<file path="src/rtl/seq_mult16_pkg.sv">
// Shared constants, state encoding and carry-lookahead helpers for seq_mult16.
// Optional build macro used elsewhere in this slice: MULT_SIGNED_EN.
package seq_mult16_pkg;

    localparam int MULT_W = 16;
    localparam int CNT_W  = 4;

    typedef enum logic [1:0] {
        ST_IDLE = 2'd0,
        ST_RUN  = 2'd1,
        ST_DONE = 2'd2
    } state_e;

    // Carries c1..c4 of a 4-bit lookahead block with carry-in c0.
    function automatic logic [3:0] cla_carry4(input logic [3:0] g, input logic [3:0] p, input logic c0);
        logic [3:0] c;
        c[0] = g[0] | (p[0] & c0);
        c[1] = g[1] | (p[1] & g[0]) | (p[1] & p[0] & c0);
        c[2] = g[2] | (p[2] & g[1]) | (p[2] & p[1] & g[0]) | (p[2] & p[1] & p[0] & c0);
        c[3] = g[3] | (p[3] & g[2]) | (p[3] & p[2] & g[1]) | (p[3] & p[2] & p[1] & g[0])
             | (p[3] & p[2] & p[1] & p[0] & c0);
        return c;
    endfunction

    function automatic logic [2:0] cla_carry3(input logic [2:0] g, input logic [2:0] p, input logic c0);
        logic [2:0] c;
        c[0] = g[0] | (p[0] & c0);
        c[1] = g[1] | (p[1] & g[0]) | (p[1] & p[0] & c0);
        c[2] = g[2] | (p[2] & g[1]) | (p[2] & p[1] & g[0]) | (p[2] & p[1] & p[0] & c0);
        return c;
    endfunction

    function automatic logic grp_gen(input logic [3:0] g, input logic [3:0] p);
        return g[3] | (p[3] & g[2]) | (p[3] & p[2] & g[1]) | (p[3] & p[2] & p[1] & g[0]);
    endfunction

endpackage

</file>
<file path="src/rtl/seq_mult16_if.sv">
// Operand/result bundle between the operand path (master) and seq_mult16 (slave).
interface seq_mult16_if;
    import seq_mult16_pkg::*;

    logic                  start;
    logic [MULT_W-1:0]     a;
    logic [MULT_W-1:0]     b;
    logic                  busy;
    logic                  done;
    logic [2*MULT_W-1:0]   product;

    modport master (output start, output a, output b, input busy, input done, input product);
    modport slave  (input start, input a, input b, output busy, output done, output product);

endinterface

</file>
<file path="src/rtl/seq_mult16_cla.sv">
// 16-bit two-level carry-lookahead adder: four 4-bit blocks plus a group lookahead unit.
module seq_mult16_cla
    import seq_mult16_pkg::*;
(
    input  logic [MULT_W-1:0] a_i,
    input  logic [MULT_W-1:0] b_i,
    input  logic              cin_i,
    output logic [MULT_W-1:0] sum_o,
    output logic              cout_o
);

    logic [15:0] g_s;
    logic [15:0] p_s;
    logic [3:0]  gg_s;
    logic [3:0]  gp_s;
    logic [4:0]  gc_s;
    logic [15:0] cbit_s;

    // Bit, group and block carries, then the sum.
    always_comb begin
        g_s    = a_i & b_i;
        p_s    = a_i ^ b_i;
        gg_s   = 4'h0;
        gp_s   = 4'h0;
        cbit_s = 16'h0000;
        for (int i = 0; i < 4; i++) begin
            gg_s[i] = grp_gen(g_s[4*i +: 4], p_s[4*i +: 4]);
            gp_s[i] = &p_s[4*i +: 4];
        end
        gc_s[0]   = cin_i;
        gc_s[4:1] = cla_carry4(gg_s, gp_s, cin_i);
        for (int i = 0; i < 4; i++) begin
            cbit_s[4*i]       = gc_s[i];
            cbit_s[4*i+1 +: 3] = cla_carry3(g_s[4*i +: 3], p_s[4*i +: 3], gc_s[i]);
        end
        sum_o  = p_s ^ cbit_s;
        cout_o = gc_s[4];
    end

endmodule

</file>
<file path="src/rtl/seq_mult16.sv">
// Sequential 16x16 shift-and-add multiplier built around one CLA adder.
// Define MULT_SIGNED_EN for radix-2 Booth two's-complement operation.
module seq_mult16
    import seq_mult16_pkg::*;
#(
    parameter int N = MULT_W
)(
    input  logic         clk,
    input  logic         rst,
    seq_mult16_if.slave  bus
);

    localparam logic [CNT_W-1:0] LAST_CNT = CNT_W'(N - 1);

    state_e              state_q;
    logic [MULT_W-1:0]   m_q;
    logic [MULT_W-1:0]   a_q;
    logic [MULT_W-1:0]   q_q;
    logic [MULT_W-1:0]   a_d;
    logic [MULT_W-1:0]   q_d;
    logic [CNT_W-1:0]    cnt_q;
    logic                busy_q;
    logic                done_q;
    logic [2*MULT_W-1:0] product_q;

    logic [MULT_W-1:0]   add_b_s;
    logic                add_cin_s;
    logic [MULT_W-1:0]   sum_s;
    logic                cout_s;

`ifdef MULT_SIGNED_EN
    logic                qm1_q;
    logic                qm1_d;
    logic                ovf_s;

    // Booth select and arithmetic shift; sign restored from the overflow flag.
    always_comb begin
        add_b_s   = 16'h0000;
        add_cin_s = 1'b0;
        case ({q_q[0], qm1_q})
            2'b01:   begin add_b_s = m_q;  add_cin_s = 1'b0; end
            2'b10:   begin add_b_s = ~m_q; add_cin_s = 1'b1; end
            default: begin add_b_s = 16'h0000; add_cin_s = 1'b0; end
        endcase
        ovf_s = (a_q[15] == add_b_s[15]) & (sum_s[15] != a_q[15]);
        a_d   = {sum_s[15] ^ ovf_s, sum_s[15:1]};
        q_d   = {sum_s[0], q_q[15:1]};
        qm1_d = q_q[0];
    end
`else
    // Unsigned step: the adder carry lands in A[15]; the bit shifted into C is always zero.
    always_comb begin
        if (q_q[0]) begin
            add_b_s = m_q;
        end else begin
            add_b_s = 16'h0000;
        end
        add_cin_s = 1'b0;
        a_d       = {cout_s, sum_s[15:1]};
        q_d       = {sum_s[0], q_q[15:1]};
    end
`endif

    seq_mult16_cla u_cla (
        .a_i    (a_q),
        .b_i    (add_b_s),
        .cin_i  (add_cin_s),
        .sum_o  (sum_s),
        .cout_o (cout_s)
    );

    // Control FSM with its datapath registers and registered status outputs.
    always_ff @(posedge clk or posedge rst) begin
        if (rst) begin
            state_q   <= ST_IDLE;
            m_q       <= 16'h0000;
            a_q       <= 16'h0000;
            q_q       <= 16'h0000;
            cnt_q     <= 4'h0;
            busy_q    <= 1'b0;
            done_q    <= 1'b0;
            product_q <= 32'h0000_0000;
`ifdef MULT_SIGNED_EN
            qm1_q     <= 1'b0;
`endif
        end else begin
            case (state_q)
                ST_IDLE: begin
                    done_q <= 1'b0;
                    if (bus.start) begin
                        m_q     <= bus.a;
                        q_q     <= bus.b;
                        a_q     <= 16'h0000;
                        cnt_q   <= 4'h0;
                        busy_q  <= 1'b1;
                        state_q <= ST_RUN;
`ifdef MULT_SIGNED_EN
                        qm1_q   <= 1'b0;
`endif
                    end else begin
                        busy_q  <= 1'b0;
                        state_q <= ST_IDLE;
                    end
                end
                ST_RUN: begin
                    a_q   <= a_d;
                    q_q   <= q_d;
                    cnt_q <= cnt_q + 4'd1;
`ifdef MULT_SIGNED_EN
                    qm1_q <= qm1_d;
`endif
                    if (cnt_q == LAST_CNT) begin
                        product_q <= {a_d, q_d};
                        state_q   <= ST_DONE;
                    end else begin
                        state_q   <= ST_RUN;
                    end
                end
                ST_DONE: begin
                    done_q  <= 1'b1;
                    busy_q  <= 1'b0;
                    state_q <= ST_IDLE;
                end
                default: begin
                    done_q  <= 1'b0;
                    busy_q  <= 1'b0;
                    state_q <= ST_IDLE;
                end
            endcase
        end
    end

    assign bus.busy    = busy_q;
    assign bus.done    = done_q;
    assign bus.product = product_q;

endmodule

</file>
<file path="src/flat_wrapper.sv">
// flat-port wrapper written by rule: the top's interface ports become plain ports
module seq_mult16_flat import seq_mult16_pkg::*;
#(
    parameter int N = MULT_W
)
  (clk, rst, bus_start, bus_a, bus_b, bus_busy, bus_done, bus_product);
  seq_mult16_if bus_i ();
  input  logic clk;
  input  logic rst;
  input wire logic [$bits(bus_i.start)-1:0] bus_start;
  input wire logic [$bits(bus_i.a)-1:0] bus_a;
  input wire logic [$bits(bus_i.b)-1:0] bus_b;
  output wire logic [$bits(bus_i.busy)-1:0] bus_busy;
  output wire logic [$bits(bus_i.done)-1:0] bus_done;
  output wire logic [$bits(bus_i.product)-1:0] bus_product;
  assign bus_i.start = bus_start;
  assign bus_i.a = bus_a;
  assign bus_i.b = bus_b;
  assign bus_busy = bus_i.busy;
  assign bus_done = bus_i.done;
  assign bus_product = bus_i.product;
  seq_mult16 #(.N(N)) u_core (.clk(clk), .rst(rst), .bus(bus_i));
endmodule
</file>
<file path="config.mk">
export PLATFORM = sky130hd
export DESIGN_NAME = seq_mult16_flat
export DESIGN_NICKNAME = d
export VERILOG_FILES = /design/src/rtl/seq_mult16_pkg.sv /design/src/rtl/seq_mult16_if.sv /design/src/rtl/seq_mult16_cla.sv /design/src/rtl/seq_mult16.sv /design/src/flat_wrapper.sv
export SDC_FILE = /design/constraint.sdc
export NUM_CORES = 1
export LEC_CHECK = 0
export CORE_ASPECT_RATIO = 0.9
export CORE_MARGIN = 4
export CORE_UTILIZATION = 25
export DETAILED_ROUTE_END_ITERATION = 8
export SLEW_MARGIN = 10
export SYNTH_ARGS = -nofsm -noshare
export SYNTH_HDL_FRONTEND = slang
export SYNTH_SLANG_ARGS = --single-unit
</file>
<file path="constraint.sdc">
create_clock -name clk -period 2.5 [get_ports clk]
set_clock_uncertainty 0.1 [all_clocks]
set_input_delay 0.375 -clock clk [delete_from_list [all_inputs] [get_ports clk]]
set_output_delay 0.375 -clock clk [all_outputs]
set_load 0.02 [all_outputs]
</file>
Yosys cells after proc, flatten, opt, wreduce, memory -nomap -nowiden
Cells that the tools add are included.
{"block": "word_totals", "ff_bits": 88, "latchBits": 0, "ramBits": 0, "romBits": 0, "in_bits": 35, "out_inout_bits": 34, "elab_cells": 136, "mem_count": 0}
{"block": "op_classes", "add_sub_neg": 1, "multipliers": 0, "div_mod_pow": 0, "order_cmp": 0, "eq_ne": 4, "shifts": 0, "n_mux": 13, "bitwise": 102, "n_reduce_logical": 8}
{"operator": "$pmux W16 S2", "n": 2}
{"operator": "$and A1 B1 Y1", "n": 60}
{"operator": "$mux W16", "n": 3}
{"operator": "$or A1 B1 Y1", "n": 39}
{"operator": "$xor A16 B16 Y16", "n": 2}
{"operator": "$and A16 B16 Y16", "n": 1}
{"operator": "$reduce_and A4 Y1", "n": 3}
{"operator": "$pmux W4 S2", "n": 1}
{"operator": "$reduce_and A2 Y1", "n": 3}
{"operator": "$add A4 B1 Y4 const B", "n": 1}
{"operator": "$eq A4 B4 Y1 const B", "n": 1}
{"operator": "$mux W4", "n": 1}
{"operator": "$pmux W1 S2", "n": 2}
{"operator": "$pmux W2 S2", "n": 1}
{"operator": "$eq A2 B1 Y1 const B", "n": 1}
{"operator": "$eq A2 B2 Y1 const B", "n": 1}
{"operator": "$logic_not A2 Y1", "n": 1}
{"operator": "$mux W1", "n": 2}
{"operator": "$mux W2", "n": 1}
{"operator": "$ne A2 B2 Y1 const B", "n": 1}
{"operator": "$reduce_bool A2 Y1", "n": 1}

Logic depth before layout (Yosys ltp)
{"block": "logic_depth", "depth_word": 13, "mapped_depth": 12}

Hierarchy
From an unflattened synthesis, not the netlist that was laid out.
{"block": "hier_totals", "cells_unflattened": 388, "hier_area_um2": 4369.2}
{"mod": "seq_mult16", "n_inst": 1, "cells_each": 290, "area_each_um2": 3570.9, "seq_area_each_um2": 2202.1}
{"mod": "seq_mult16_cla", "n_inst": 1, "cells_each": 98, "area_each_um2": 798.3, "seq_area_each_um2": 0.0}

Worst setup path before layout
Ideal clock, no wire load.
{"block": "synth_timing", "path_type": "flip-flop to flip-flop", "startpoint": "reg u_core.q_q[0]", "endpoint": "reg u_core.a_q[8]", "t_arrival_ns": 2.423, "path_slack_ns": -0.159, "stages_incl_launch_ff": 13, "path_cell_list": "dfrtp_1 -> clkbuf_1 -> nand2_1 -> inv_1 -> ha_1 -> a41oi_2 -> o21ai_2 -> a21o_1 -> o21ai_0 -> nand2b_1 -> fa_1 -> xnor2_1 -> o21ai_0"}
{"block": "synth_between", "elab_chain_cells": 12, "elab_cells_between_ends": 26}
{"element": "from (decl)", "line": "seq_mult16.sv:18", "text": "logic [MULT_W-1:0] q_q;"}
{"element": "from (signal assigned)", "line": "seq_mult16.sv:92", "text": "q_q <= bus.b;"}
{"element": "from (signal assigned)", "line": "seq_mult16.sv:107", "text": "q_q <= q_d;"}
{"element": "$mux W16 *", "line": "seq_mult16.sv:53", "text": "if (q_q[0]) begin"}
{"element": "$xor A16 B16 Y16 / $and A16 B16 Y16 (equally long branches)", "line": "seq_mult16_cla.sv:22, seq_mult16_cla.sv:21"}
{"element": "$and A1 B1 Y1", "line": "seq_mult16_pkg.sv:34", "text": "return g[3] | (p[3] & g[2]) | (p[3] & p[2] & g[1]) | (p[3] & p[2] & p[1] & g[0]);"}
{"element": "$or A1 B1 Y1 / $and A1 B1 Y1 (equally long branches) (2 in series)", "line": "seq_mult16_pkg.sv:34"}
{"element": "$or A1 B1 Y1", "line": "seq_mult16_pkg.sv:34"}
{"element": "$and A1 B1 Y1", "line": "seq_mult16_pkg.sv:18", "text": "c[1] = g[1] | (p[1] & g[0]) | (p[1] & p[0] & c0);"}
{"element": "$or A1 B1 Y1", "line": "seq_mult16_pkg.sv:18"}
{"element": "$and A1 B1 Y1", "line": "seq_mult16_pkg.sv:27", "text": "c[0] = g[0] | (p[0] & c0);"}
{"element": "$or A1 B1 Y1", "line": "seq_mult16_pkg.sv:27"}
{"element": "$xor A16 B16 Y16 *", "line": "seq_mult16_cla.sv:36", "text": "sum_o = p_s ^ cbit_s;"}
{"element": "$pmux W16 S2 *", "line": "seq_mult16.sv:87", "text": "case (state_q)"}
{"element": "to (signal assigned)", "line": "seq_mult16.sv:77", "text": "a_q <= 16'h0000;"}
{"element": "to (signal assigned)", "line": "seq_mult16.sv:93", "text": "a_q <= 16'h0000;"}
{"element": "to (signal assigned)", "line": "seq_mult16.sv:106", "text": "a_q <= a_d;"}
{"element": "to (decl)", "line": "seq_mult16.sv:17", "text": "logic [MULT_W-1:0] a_q;"}
Mark *: on every way between the ends. The rest lies on a longest branch, timed or not.
A chain may end at the register's enable or synchronous reset.

Worst setup path in the final report
{"block": "layout_timing", "startpoint": "reg u_core.q_q[0]", "endpoint": "reg u_core.product_q[24], in the netlist u_core.bus.product[24]"}
{"block": "layout_between", "elab_chain_cells": 11, "elab_cells_between_ends": 25}
{"element": "$mux W16 *", "line": "seq_mult16.sv:53"}
{"element": "$xor A16 B16 Y16 / $and A16 B16 Y16 (equally long branches)", "line": "seq_mult16_cla.sv:22, seq_mult16_cla.sv:21"}
{"element": "$and A1 B1 Y1", "line": "seq_mult16_pkg.sv:34"}
{"element": "$or A1 B1 Y1 / $and A1 B1 Y1 (equally long branches) (2 in series)", "line": "seq_mult16_pkg.sv:34"}
{"element": "$or A1 B1 Y1", "line": "seq_mult16_pkg.sv:34"}
{"element": "$and A1 B1 Y1", "line": "seq_mult16_pkg.sv:18"}
{"element": "$or A1 B1 Y1", "line": "seq_mult16_pkg.sv:18"}
{"element": "$and A1 B1 Y1", "line": "seq_mult16_pkg.sv:27"}
{"element": "$or A1 B1 Y1", "line": "seq_mult16_pkg.sv:27"}
{"element": "$xor A16 B16 Y16 *", "line": "seq_mult16_cla.sv:36"}
{"element": "to (signal assigned)", "line": "seq_mult16.sv:113", "text": "product_q <= {a_d, q_d};"}
{"element": "to (decl)", "line": "seq_mult16.sv:24", "text": "logic [2*MULT_W-1:0] product_q;"}
Marks and branches as above.

==> implementation parameters <==
Parameter                              Value

Cells and area
  Final instance count without filler cells ... approximately 750
  Leading cell type in the layout, fill and taps excluded ... sky130_fd_sc_hd__nand2_1
  Number of antenna diodes ... 0
  Commonest non-fill, non-tap cells in the layout ... 172 x sky130_fd_sc_hd__nand2_1, 87 x sky130_fd_sc_hd__dfrtp_1, 68 x sky130_fd_sc_hd__clkdlybuf4s50_1
  Core utilization of the finished layout ... 36.4%
  Number of nets in the finished design ... 598
  Share of cells above drive strength 1 ... about a fifth
  Relative area change from synthesis to final layout ... 41.9%

Power
  Switching component of the power ... 3100 uW
  Cell Pwr Density ... 1360 nW/um2
  Static Leak ... 0.00274 uW
  Net Sw Frac ... just under 40%
  Internal power contribution ... 4920 uW
  Maximum VDD drop ... 0.000362 V
  Clock power frac ... 18.0%
  Reg power frac ... 32.1%
  Share of total power in combinational logic ... 49.9%

Synthesis
  Yosys warning count ... 0
  Synthesized netlist cell count ... 448
  Post-synth top flop ... sky130_fd_sc_hd__dfrtp_1
  Seq/Total Area, Yosys ... 52.9%
  Combined area of all synthesized cells ... 4160 um2
  Number of synthesized flops with an enable pin ... 0
  Fraction of registers with async set/reset ... 100%
  Total of flip-flops plus latches after synthesis ... 88
  Yosys top cell by area ... sky130_fd_sc_hd__dfrtp_1
  Synth area leaders ... sky130_fd_sc_hd__dfrtp_1 53%, sky130_fd_sc_hd__nand2_1 16%, sky130_fd_sc_hd__ha_1 5.1%
  Fraction of synthesized cell area taken by the top area cell type ... between 50% and 60%
  Distinct cell type count of the synthesized netlist ... 46
  Syn nets ... 504
  Mean post-synth cell area ... 9.29 um2

Critical path
  Family with the most delay on the worst path ... compound AO/OA/AOI/OAI gates
  Slowest cell on crit path ... sky130_fd_sc_hd__dfrtp_2
  WP data arrival ... 2.69 ns
  Number of cells traversed by the worst register-to-register path ... 11
  Endpoint of the worst setup timing path ... u_core.bus.product[24]
  Critical Path Source ... u_core.q_q[0]
  Worst flop-to-flop path endpoint ... u_core.bus.product[24]
  Buffers and inverters on the worst path ... 1
  CP Data Required Time ... 2.61 ns
  Cell count along the critical path ... 11
  Critical Setup Path Class ... register to register
  Most prevalent standard cell on the critical path ... sky130_fd_sc_hd__o21ai_2
  Type of element capturing the critical path ... register
  Worst-path fanout max ... 6
  Flop2flop setup slack ... -0.09 ns
  Worst setup SP type ... register
  Slowest Stage Delay on Critical Path ... between 0.4 and 0.5 ns
  Ordered cell list for the critical path ... buf_6, and2_4, ha_4, a41oi_2, o21ai_2, a21o_1, o21ai_2, nand2b_1, fa_2, xnor2_2, o21ai_1
  R2r startpoint ... u_core.q_q[0]

Route
  1st-pass router iterations ... 4
  # DRC ... 0
  WL final ... 10.8 mm
  Post-route ant nets ... 0
  Iter 0 DRT Violations ... 150
  Vias per cell ... around 4.4
  Mean routed wirelength per cell ... 14.4 um
  Total via count in the routed design ... approximately 3300

Clock tree
  CTS Root Buffer Type ... sky130_fd_sc_hd__clkbuf_16
  Register clock-pin slew on the reported worst setup and hold paths ... 0.07 ns
  Maximum buffer depth of the clock tree ... 2
  Number of buffers inserted during clock tree synthesis ... 9
  CTS tree ... built
  # clock sinks ... 88
  Clk_lat worst skew ... 0.34 ns
  CTS Hold Buffers Added ... 0
  H-tree Lvls ... 3

Place
  Final HPWL from detailed placement ... 7.71 mm
  Gp weighted congestion ... 0.912
  Total instance count after detailed placement ... 729
  Place WS ... -0.165 ns
  Port Buffers ... 68

Run
  Total of max-cap violations ... 0

Floorplan
  Cell row count ... 44
  Die extent in y ... 130 um
  I/O pin count ... between 60 and 70
  Core footprint ... 16200 um2
  Initial cell density of the core ... ~26%
  Die Span X ... 144 um
  Die footprint ... 18800 um2

STA
  Final setup viols ... 8
  Slew @ Worst Pin ... 0.595 ns
  Maximum clock rate ... 387 MHz
  Slew Viols, Final ... 0
  Clock period minus final worst setup slack ... 2.59 ns
  Tcrit/Tclk final ... 103%
  Final setup slack of the worst path ... -0.0851 ns
  Relative slew slack ... about three fifths
  RSZ-0062 raised after global routing ... yes
  Setup Total Neg Slack ... -0.444 ns
  Number of failing hold endpoints at the final stage ... 0

Global route
  Maximum number of pins on one net before global-route repair ... between 40 and 50
  First-pass GRT wire length ... 17.9 mm
  Vias in the first global route ... 3566
  Total routing usage reported by global routing ... roughly 12%
  Antenna violations before repair ... 0
  Overall overflow remaining after global route ... 0

Outcome
  Failing checks ... negative setup slack
  Run status ... finished, violations left

Min path
  Hold crit path type ... input port to asynchronous set/reset pin
power groups by stage:
stage / Sequential [uW] / Combinational, uW / Clock [uW]
finish: 2570 / 4000 / 1440
global route: 2660 / 4450 / 1540
CTS: 2560 / 3810 / 1480
detailed placement: 2540 / 3530 / 0
global placement: 2520 / 3400 / 0
floorplan: 2690 / 1990 / 0
metal layers:
layer | GRT usage (%) | vias up | share of wire (%) | wire length (um)
met5 | 0 | - | 0 | 0
met2 | 18.9 | 56 | 48 | 5150
li1 | - | 1664 | - | -
met3 | 3.35 | 8 | 3.8 | 410
met1 | 16.4 | 1617 | 48 | 5190
met4 | 4.10 | 0 | 0.78 | 85
cell usage after synthesis, types with 2 or more instances:
master	instances
sky130_fd_sc_hd__a21o_1	4
sky130_fd_sc_hd__a21oi_1	7
sky130_fd_sc_hd__a21oi_2	2
sky130_fd_sc_hd__a22oi_1	17
sky130_fd_sc_hd__and2_1	16
sky130_fd_sc_hd__and3_1	2
sky130_fd_sc_hd__buf_2	3
sky130_fd_sc_hd__clkbuf_1	16
sky130_fd_sc_hd__dfrtp_1	88
sky130_fd_sc_hd__fa_1	4
sky130_fd_sc_hd__ha_1	17
sky130_fd_sc_hd__inv_1	9
sky130_fd_sc_hd__nand2_1	174
sky130_fd_sc_hd__nand2b_1	3
sky130_fd_sc_hd__nand3_1	15
sky130_fd_sc_hd__nand4_1	2
sky130_fd_sc_hd__nor2_1	7
sky130_fd_sc_hd__o21ai_0	21
sky130_fd_sc_hd__o21ai_1	7
sky130_fd_sc_hd__o21ai_2	2
sky130_fd_sc_hd__o22ai_1	2
sky130_fd_sc_hd__xnor2_1	6
logic make-up after synthesis:
group / share of synthesized area (%)
and+or+nand+nor: 22.7
DFF: 52.9
AOI/OAI and AO/OA: 12.2
buffers and inverters: 2.88
adders and majority gates: 7.03
xor gates and xnor gates: 1.47
muxes: 0.871
registers in the layout (all words and copies together) (netlist names):
name,count
u_core.a_q,16
u_core.bus.busy,1
u_core.bus.done,1
u_core.bus.product,32
u_core.cnt_q,4
u_core.m_q,16
u_core.q_q,16
u_core.state_q,2
through the flow:
step	instance area, um2	hold WS, ns	power (uW)
after floorplan	4210	0.337	4680
after detailed placement	5280	0.361	6070
after global routing	5910	0.396	8660
final	5910	0.354	8020
after CTS	5780	0.369	7860
after global placement	5280	0.358	5910
worst reg2reg max path: stages, from the launching register on:
cell                       delay [ns]
sky130_fd_sc_hd__dfrtp_2         0.45
sky130_fd_sc_hd__buf_6           0.14
sky130_fd_sc_hd__and2_4          0.16
sky130_fd_sc_hd__ha_4            0.16
sky130_fd_sc_hd__a41oi_2         0.17
sky130_fd_sc_hd__o21ai_2         0.09
sky130_fd_sc_hd__a21o_1          0.25
sky130_fd_sc_hd__o21ai_2         0.20
sky130_fd_sc_hd__nand2b_1        0.11
sky130_fd_sc_hd__fa_2            0.39
sky130_fd_sc_hd__xnor2_2         0.18
sky130_fd_sc_hd__o21ai_1         0.08
layout make-up:
cell class	instances	area, um2
well taps	207	259
clock buffers	11	243
inverters	9	37.5
multi-input cells	330	2100
clock inverters	5	80.1
repair buffers	104	987
fillers	1602	10300
flip-flops and latches	88	2200
worst min-delay path by stage:
stage | start | to | slack, ns
CTS | rst | u_core.bus.product[1] | 0.37
global placement | u_core.m_q[14] | u_core.m_q[14] | 0.36
global route | rst | u_core.bus.product[1] | 0.40
finish | rst | u_core.q_q[1] | 0.35
detailed placement | u_core.m_q[14] | u_core.m_q[14] | 0.36
floorplan | u_core.m_q[0] | u_core.m_q[0] | 0.34
what timing repair did:
item                                    CTS  global route
endpoints found under the hold margin     0             0
buffers inserted                          6             3
endpoints found under the setup margin   10            17
gates resized for setup                  27            17
pin swaps                                18            12
Note: power is estimated with default switching activity, not from simulation.
